[config.mk]
export PLATFORM = sky130hd
export DESIGN_NAME = ahb_lite_master
export DESIGN_NICKNAME = d
export VERILOG_FILES = /design/src/rtl/ahb_pkg.sv /design/src/rtl/ahb_addr_gen.sv /design/src/rtl/ahb_lite_master.sv
export SDC_FILE = /design/constraint.sdc
export NUM_CORES = 1
export LEC_CHECK = 0
export ABC_AREA = 0
export ABC_CLOCK_PERIOD_IN_PS = 4050
export CELL_PAD_IN_SITES_DETAIL_PLACEMENT = 0
export CELL_PAD_IN_SITES_GLOBAL_PLACEMENT = 2
export CORE_ASPECT_RATIO = 0.75
export CORE_MARGIN = 2
export CORE_UTILIZATION = 27
export CTS_BUF_LIST = sky130_fd_sc_hd__clkbuf_8 sky130_fd_sc_hd__clkbuf_16
export CTS_CLUSTER_DIAMETER = 200
export DETAILED_ROUTE_END_ITERATION = 12
export MAX_ROUTING_LAYER = met4
export PLACE_DENSITY = 0.84
export SYNTH_ARGS = -nofsm -noshare
export SYNTH_HDL_FRONTEND = slang
export SYNTH_SLANG_ARGS = --single-unit
[constraint.sdc]
create_clock -name HCLK -period 4.05 [get_ports HCLK]
set_input_delay 0.6075 -clock HCLK [delete_from_list [all_inputs] [get_ports HCLK]]
set_output_delay 0.6075 -clock HCLK [all_outputs]
set_load 0.02 [all_outputs]
[src/rtl/ahb_pkg.sv]
// ahb_pkg: AHB-Lite transfer encodings and master FSM states shared by the master slice.
package ahb_pkg;
    typedef enum logic [1:0] {TR_IDLE = 2'b00, TR_BUSY = 2'b01, TR_NONSEQ = 2'b10, TR_SEQ = 2'b11} htrans_e;
    localparam logic [2:0] HBURST_SINGLE = 3'b000;
    localparam logic [2:0] HBURST_INCR = 3'b001;
    localparam logic [2:0] HSIZE_WORD = 3'b010;
    typedef enum logic [1:0] {IDLE, XFER, DRAIN} mst_state_e;
endpackage

[src/rtl/ahb_addr_gen.sv]
// ahb_addr_gen: burst address register, word increment, beat countdown and 1 KB restart detect.
module ahb_addr_gen #(
    parameter int LEN_W = 4,
    parameter bit SPLIT = 1'b0
) (
    input  logic             HCLK,
    input  logic             HRESETn,
    input  logic             load,
    input  logic             adv,
    input  logic [31:0]      start_addr,
    input  logic [LEN_W-1:0] len,
    output logic [31:0]      addr,
    output logic             last,
    output logic             restart
);
    logic [LEN_W-1:0] cnt;
    logic [31:0] next_addr;
    assign next_addr = addr + 32'd4;
    assign last = (cnt == '0);
    // next beat lands on a 1 KB boundary, so the burst must be restarted with NONSEQ
    assign restart = SPLIT && (next_addr[9:0] == 10'd0);
    always_ff @(posedge HCLK or negedge HRESETn) begin
        if (!HRESETn) begin
            addr <= '0;
            cnt <= '0;
        end else if (load) begin
            addr <= start_addr & 32'hFFFF_FFFC;
            cnt <= len;
        end else if (adv && !last) begin
            addr <= next_addr;
            cnt <= cnt - 1'b1;
        end
    end
endmodule

[src/rtl/ahb_lite_master.sv]
// ahb_lite_master: command/write-stream to AHB-Lite SINGLE/INCR word transfers, read data returned as a stream.
// Define AHB_MASTER_1KB_SPLIT_EN to restart bursts with NONSEQ when crossing a 1 KB boundary.
module ahb_lite_master
    import ahb_pkg::*;
#(
    parameter int LEN_W = 4
) (
    input  logic             HCLK,
    input  logic             HRESETn,
    input  logic             cmd_valid,
    output logic             cmd_ready,
    input  logic             cmd_write,
    input  logic [31:0]      cmd_addr,
    input  logic [LEN_W-1:0] cmd_len,
    input  logic             wr_valid,
    output logic             wr_ready,
    input  logic [31:0]      wr_data,
    output logic             rd_valid,
    output logic [31:0]      rd_data,
    output logic             rd_last,
    input  logic             HREADY,
    input  logic [31:0]      HRDATA,
    output logic [31:0]      HADDR,
    output logic [1:0]       HTRANS,
    output logic             HWRITE,
    output logic [2:0]       HBURST,
    output logic [2:0]       HSIZE,
    output logic [31:0]      HWDATA
);
`ifdef AHB_MASTER_1KB_SPLIT_EN
    localparam bit SPLIT = 1'b1;
`else
    localparam bit SPLIT = 1'b0;
`endif
    mst_state_e state, state_nx;
    htrans_e trans;
    logic ns, dp_act, dp_read, dp_last, accept, last, restart, load, rd_hit;
    assign cmd_ready = (state == IDLE);
    assign load = cmd_valid && cmd_ready;
    // a write beat without data parks the bus: IDLE before a (re)started burst, BUSY inside one
    assign trans = (state != XFER) ? TR_IDLE :
                   (HWRITE && !wr_valid) ? (ns ? TR_IDLE : TR_BUSY) :
                   (ns ? TR_NONSEQ : TR_SEQ);
    assign accept = HREADY && (trans == TR_NONSEQ || trans == TR_SEQ);
    assign wr_ready = accept && HWRITE;
    assign rd_hit = dp_act && dp_read && HREADY;
    assign HTRANS = trans;
    assign HSIZE = HSIZE_WORD;
    ahb_addr_gen #(.LEN_W(LEN_W), .SPLIT(SPLIT)) u_addr_gen (
        .HCLK(HCLK),
        .HRESETn(HRESETn),
        .load(load),
        .adv(accept),
        .start_addr(cmd_addr),
        .len(cmd_len),
        .addr(HADDR),
        .last(last),
        .restart(restart)
    );
    always_ff @(posedge HCLK or negedge HRESETn) begin
        if (!HRESETn) state <= IDLE;
        else state <= state_nx;
    end
    always_comb begin
        state_nx = (state == IDLE && cmd_valid) ? XFER :
                   (state == XFER && accept && last) ? DRAIN :
                   (state == DRAIN && HREADY) ? IDLE : state;
    end
    always_ff @(posedge HCLK or negedge HRESETn) begin
        if (!HRESETn) begin
            HWRITE <= 1'b0;
            HBURST <= HBURST_SINGLE;
            HWDATA <= '0;
            ns <= 1'b0;
            dp_act <= 1'b0;
            dp_read <= 1'b0;
            dp_last <= 1'b0;
            rd_valid <= 1'b0;
            rd_last <= 1'b0;
            rd_data <= '0;
        end else begin
            rd_valid <= rd_hit;
            rd_last <= rd_hit && dp_last;
            if (rd_hit) rd_data <= HRDATA;
            if (HREADY) begin
                dp_act <= accept;
                dp_read <= !HWRITE;
                dp_last <= last;
            end
            if (load) begin
                HWRITE <= cmd_write;
                HBURST <= (cmd_len != '0) ? HBURST_INCR : HBURST_SINGLE;
                ns <= 1'b1;
            end else if (accept) ns <= restart;
            if (wr_ready) HWDATA <= wr_data;
        end
    end
endmodule

==> reports/results.ini, run 1 <==
[floorplanning]
core_area_sq_mm = 0.0176
num_rows = 42
start_util_pct = 27.4
die_y_um = 120
io_pins = 215
dieArea_sq_mm = 0.0190
fp.dieW_um = 158

[finish]
n_antenna_cell = 0
finalNonFillerCells = 858
fillers = 1681
nNetsFinal = 719
area_growth_pct = 54.5
drive_gt1_share_pct = 17.0

[clocking]
cts_buffer_depth = 2
cts_setup_buffers = 0
clock_latency_ns = 0.35
cts_tree = done
numClockSinks = 108
cts.reportedPaths.clkPinSlew_ns = 0.07
cts_hold_buf = 0
cts-root-buf = clkbuf_16
h-tree-depth = 3
cts_resized = 0
cts_buffers = 9

[status]
status = completed

[pwr]
power.share.switching_pct = 37.8
internal_power_uw = 3700
combPwrFrac_pct = 48.9
seq_power_share_pct = 34.0
p_total_uw = 5950
ir_drop_mv = 0.375
p_leak_uw = 0.00301
p_clk_share_pct = 17.1
p_per_area_mw_per_mm2 = 797
switchingPower_uw = 2250

[route]
vias = 3851
via_per_inst = 4.49
ant_nets = 0
route.detailed.drc = 0
wirelength_um = 13800
drt_iter0_markers = 208
wire_per_inst_um = 16.0
drtPass1Iterations = 4

[sta]
rsz0062_at_grt = false
final.setup_skew_ns = 0.00882
hold_viol = 0
setup_viol = 0
worstMarginPinSlew_ns = 0.950
finalMaxSlewViolations = 0
fmax_mhz = 346
slew_headroom_pct = 36.7
finalCriticalPeriod_ns = 2.89
tns_ns = 0
finalCritPeriodShare_pct = 71.3

[setup_path]
crit_type = input port to output port
worst_r2r_endpoint = u_addr_gen.cnt[3]$_DFFE_PN0P_
worstRegToRegCells = 8
r2r-start = u_addr_gen.cnt[0]$_DFFE_PN0P_
cp-start-kind = input port
worstPathArrival_ns = 2.28
crit_path_end_kind = output port
r2r_slack_ns = 1.83
worst-path-max-fanout = 7
cp_data_required_time_ns = 3.44

[flow_run]
cap_violations = 0

[synth]
synth.yosys.seq_area_share_pct = 55.9
synth_async_sr_flop_share_pct = 100
synthCells = 408
synth_common_cells = dfrtp_1, mux2_2, nand2_1
yosysTopAreaCellShare_pct = 55.9
ys_ff_latch = 108
synth_largest_area_cell = dfrtp_1
avgSynthCellArea_sq_um = 11.8
syn_area_sq_mm = 0.00483
ys_types = 50
synth-main-ff-cell = dfrtp_1
synthMostInstantiatedCell = dfrtp_1
synthTopCellsByArea = dfrtp_1, mux2_2, nand2_1, nand4_1, xor2_1
synth-edff-count = 0
ys_warn_count = 0

[worst_hold_path]
hold_path_class = input port to async pin

[global_route]
grt_start_max_net_pins = 72
track_usage_pct = 15.2
grt_pass1_wl_um = 21600
antenna_found_initial = 0
grt_pass1_vias = 4091
grt_overflow = 0

[placement]
dp_hpwl_um = 10200
port_buffers = 205
place_inst = 842
gp_congestion = 0.730

==> metal layers <==
metal  wire [um]  GRT usage (%)  up-vias
li1            -              -     1851
met2        6560           23.6      114
met3         646           3.68        4
met4          82           3.72        0
met5           0              -        -
met1        6460           20.3     1882
==> cells by family (layout without fill, tap and decap cells) <==
group,Yosys count,in the layout,share of synthesized area [%]
multiplexers,66,66,15.4
buffers and inverters,36,239,3.76
XOR/XNOR,13,13,2.36
AND/OR/NAND/NOR,131,131,15.0
AO/OA/AOI/OAI,50,50,6.89
other,2,7,0.155
adder cells (fa/ha/maj),2,2,0.518
flip-flops,108,108,55.9
==> layout make-up <==
cell class,instances,area (sq um),area share (%)
clock buffers,9,225,3.02
multi-input cells,269,1970,26.3
inverters,10,37.5,0.503
clock inverters,7,121,1.63
flip-flops and latches,108,2700,36.2
repair buffers,213,2110,28.3
well taps,242,303,4.06
==> flip-flops by register name, summed over array words and instances (netlist names), 2 cells and up <==
register	flops
rd_data	32
HWDATA	32
state	2
u_addr_gen.cnt	4
u_addr_gen.addr	30
==> metrics by stage <==
step	hold slack, ns	area, sq um	utilization, %	worst slack [ns]
2_1_floorplan	0.312	4850	-	1.90
3_3_place_gp	0.461	7120	40.4	1.14
3_5_place_dp	0.467	7120	40.4	1.15
4_1_cts	0.442	7460	42.4	1.13
5_1_grt	0.474	7460	42.4	1.04
6_report	0.408	7460	42.4	1.16
==> placed cells by master (no fill, tap or decap), types with 7 or more instances in the layout <==
cell type        instances
buf_4                    9
clkbuf_16                9
clkdlybuf4s50_1        204
conb_1                   7
dfrtp_1                108
inv_1                   11
mux2_2                  65
nand2_1                 47
nand3_1                 13
nand4_1                 13
nor2_1                  18
o211ai_1                 8
o21ai_0                 12
o21ai_1                  7
xor2_1                   8
==> worst max path at each step <==
stage	slack, ns	cells past startpoint	startpoint	to
finish	1.16	6	HREADY	wr_ready
global route	1.04	6	HREADY	wr_ready
CTS	1.13	6	HREADY	wr_ready
detailed placement	1.15	6	HREADY	wr_ready
global placement	1.14	6	HREADY	wr_ready
floorplan	1.90	5	HREADY	wr_ready
==> worst max-delay path: stages <==
cell and delay [ns]:
clkdlybuf4s50_1 0.51, inv_1 0.15, nor3_4 0.23, nand2_1 0.10
inv_1 0.07, clkdlybuf4s50_1 0.62
==> power by group through the flow <==
stage | logic, uW | clock network, uW | registers (uW)
2_1_floorplan | 977 | 0 | 2560
3_3_place_gp | 2900 | 0 | 2020
3_5_place_dp | 2950 | 0 | 2040
4_1_cts | 2950 | 1060 | 2030
5_1_grt | 3110 | 1100 | 2110
6_report | 2910 | 1020 | 2030
Power figures use the tool's default switching activity.
==> run 2, diff against run 1 <==
--- a/config.mk
+++ b/config.mk
@@ -6,17 +6,17 @@
 export NUM_CORES = 1
 export LEC_CHECK = 0
 export ABC_AREA = 0
-export ABC_CLOCK_PERIOD_IN_PS = 4050
+export ABC_CLOCK_PERIOD_IN_PS = 2340
 export CELL_PAD_IN_SITES_DETAIL_PLACEMENT = 0
 export CELL_PAD_IN_SITES_GLOBAL_PLACEMENT = 2
 export CORE_ASPECT_RATIO = 0.75
 export CORE_MARGIN = 2
-export CORE_UTILIZATION = 27
+export CORE_UTILIZATION = 23
 export CTS_BUF_LIST = sky130_fd_sc_hd__clkbuf_8 sky130_fd_sc_hd__clkbuf_16
 export CTS_CLUSTER_DIAMETER = 200
 export DETAILED_ROUTE_END_ITERATION = 12
 export MAX_ROUTING_LAYER = met4
-export PLACE_DENSITY = 0.84
+export PLACE_DENSITY = 0.76
 export SYNTH_ARGS = -nofsm -noshare
 export SYNTH_HDL_FRONTEND = slang
 export SYNTH_SLANG_ARGS = --single-unit
==> constraint.sdc (replaced) <==
create_clock -name HCLK -period 2.34 [get_ports HCLK]
set_input_delay 0.351 -clock HCLK [delete_from_list [all_inputs] [get_ports HCLK]]
set_output_delay 0.351 -clock HCLK [all_outputs]
set_load 0.02 [all_outputs]
==> reports/results.ini, run 2 (synthesis results as in run 1) <==
[finish]
top_regs = HWDATA (32), rd_data (32), u_addr_gen.addr (30)
n_antenna_cell = 0
final_area_sq_mm = 0.00763
final_common_cell = clkdlybuf4s50_1
area_growth_pct = 57.9
fillers = 2030
final_cell_mix = clkdlybuf4s50_1, dfrtp_1, mux2_2
drive_gt1_share_pct = 19.0
finalNonFillerCells = 912
nNetsFinal = 733
final_util_pct = 37.3

[clocking]
clock_latency_ns = 0.35
h-tree-depth = 3
cts.reportedPaths.clkPinSlew_ns = 0.08
cts_setup_buffers = 0
cts_buffers = 9
cts_buffer_depth = 2
cts-root-buf = clkbuf_16
cts_tree = done
numClockSinks = 108

[global_route]
grt_pass1_wl_um = 22200
antenna_found_initial = 0
met1_usage_pct = 17.2
grt_overflow = 0
met3_usage_pct = 3.48
track_usage_pct = 13.4
busiest_layer = met2
globalRouteMet2Util_pct = 20.7
grt_start_max_net_pins = 67
grt_pass1_vias = 4219

[setup_path]
crit_path_end_kind = output port
r2r-start = u_addr_gen.cnt[0]$_DFFE_PN0P_
r2r_slack_ns = 0.20
cp_data_required_time_ns = 1.99
cpPeakStageDelay_ns = 0.65
crit_type = register to output port
worst_r2r_endpoint = u_addr_gen.addr[27]$_DFFE_PN0P_
worstRegToRegCells = 8
worst-path-max-fanout = 5
cp-start-kind = register
cp-startpoint = HWRITE$_DFFE_PN0P_
cp_slowest_cell = clkdlybuf4s50_1
worstPathArrival_ns = 1.84
endpoint = HTRANS[1]
cp_cell_sequence = nor2b_2 > buf_4 > nor2_1 > clkdlybuf4s50_1

[pwr]
p_total_uw = 10300
p_per_area_mw_per_mm2 = 1350
ir_drop_mv = 0.508
p_leak_uw = 0.00308

[placement]
pre_cts_slack_ns = -0.0855
dpl_cell_area_sq_mm = 0.00730
port_buffers = 205
dp_hpwl_um = 10900
place_inst = 895
gp_congestion = 0.776

[sta]
setup_slack_ns = 0.145
finalMaxSlewViolations = 0
hold_viol = 0
rsz0062_at_grt = false
setup_viol = 0
finalCritPeriodShare_pct = 93.8
fmax_mhz = 455
finalCriticalPeriod_ns = 2.20
final.setup_skew_ns = 0.0107

[route]
wire_per_inst_um = 15.6
via_per_inst = 4.36
ant_nets = 0
route.detailed.drc = 0
drt_iter0_markers = 172
wirelength_um = 14300
drtPass1Iterations = 4
vias = 3978

[floorplanning]
num_rows = 45
io_pins = 215
fp.dieW_um = 171
dieArea_sq_mm = 0.0222
die_y_um = 130
core_area_sq_mm = 0.0204
start_util_pct = 23.6

[worst_hold_path]
hold_path_class = register to register

[flow_run]
cap_violations = 0

[status]
status = completed

[run 2: cell types whose count changed in the layout (fill, tap and decap cells not counted), moves of 2 or more]
cell	before	now
buf_4	9	19
inv_6	1	3
buf_12	0	3
bufinv_16	3	1
[run 2: how the worst min path moves through the flow]
stage                        start                              end  cells past startpoint
6_report       dp_last$_DFFE_PN0P_                rd_last$_DFF_PN0_                      1
4_1_cts                    HRESETn  u_addr_gen.addr[20]$_DFFE_PN0P_                      2
5_1_grt        dp_last$_DFFE_PN0P_                rd_last$_DFF_PN0_                      1
3_5_place_dp               HRESETn  u_addr_gen.addr[20]$_DFFE_PN0P_                      1
2_1_floorplan              HRESETn            HBURST[0]$_DFFE_PN0P_                      0
3_3_place_gp               HRESETn  u_addr_gen.addr[20]$_DFFE_PN0P_                      1
[run 2: timing repair]
action                     in CTS  in global routing
hold buffers                    1                  0
setup endpoints to repair       1                  1
hold endpoints to repair       31                  0
resized for setup               1                  1
[run 2: through the flow]
step                      TNS [ns]  hold slack (ns)
after floorplan                  0           0.0554
after detailed placement    -0.110            0.331
final                            0            0.480
after global routing             0            0.509
after global placement      -0.129            0.326
after CTS                        0            0.486
[run 2: metal layers]
layer  up-vias  routed length [um]
met3        16                1030
met1      1938                6440
met4         0                 229
met5         -                   0
li1       1882                   -
met2       142                6550
[run 2: power by group]
group | switching, uW | total [uW] | internal (uW)
registers | 710 | 3490 | 2780
logic | 2520 | 5190 | 2660
clock network | 743 | 1600 | 854
total | 3980 | 10300 | 6300
[run 2: area by class of cell]
class                   instances  area, sq um  area share, %
clock buffers                   9          225           2.95
clock inverters                 7         88.8           1.16
repair buffers                227         2250           29.5
well taps                     282          353           4.63
multi-input cells             269         1970           25.8
flip-flops and latches        108         2700           35.4
inverters                      10         37.5          0.492
[run 2: worst max-delay path: cells and delay by family, from the launching register on]
kind | cells | cell delay (ns)
simple gates | 2 | 0.28
buf+inv | 2 | 0.79
flops | 1 | 0.43
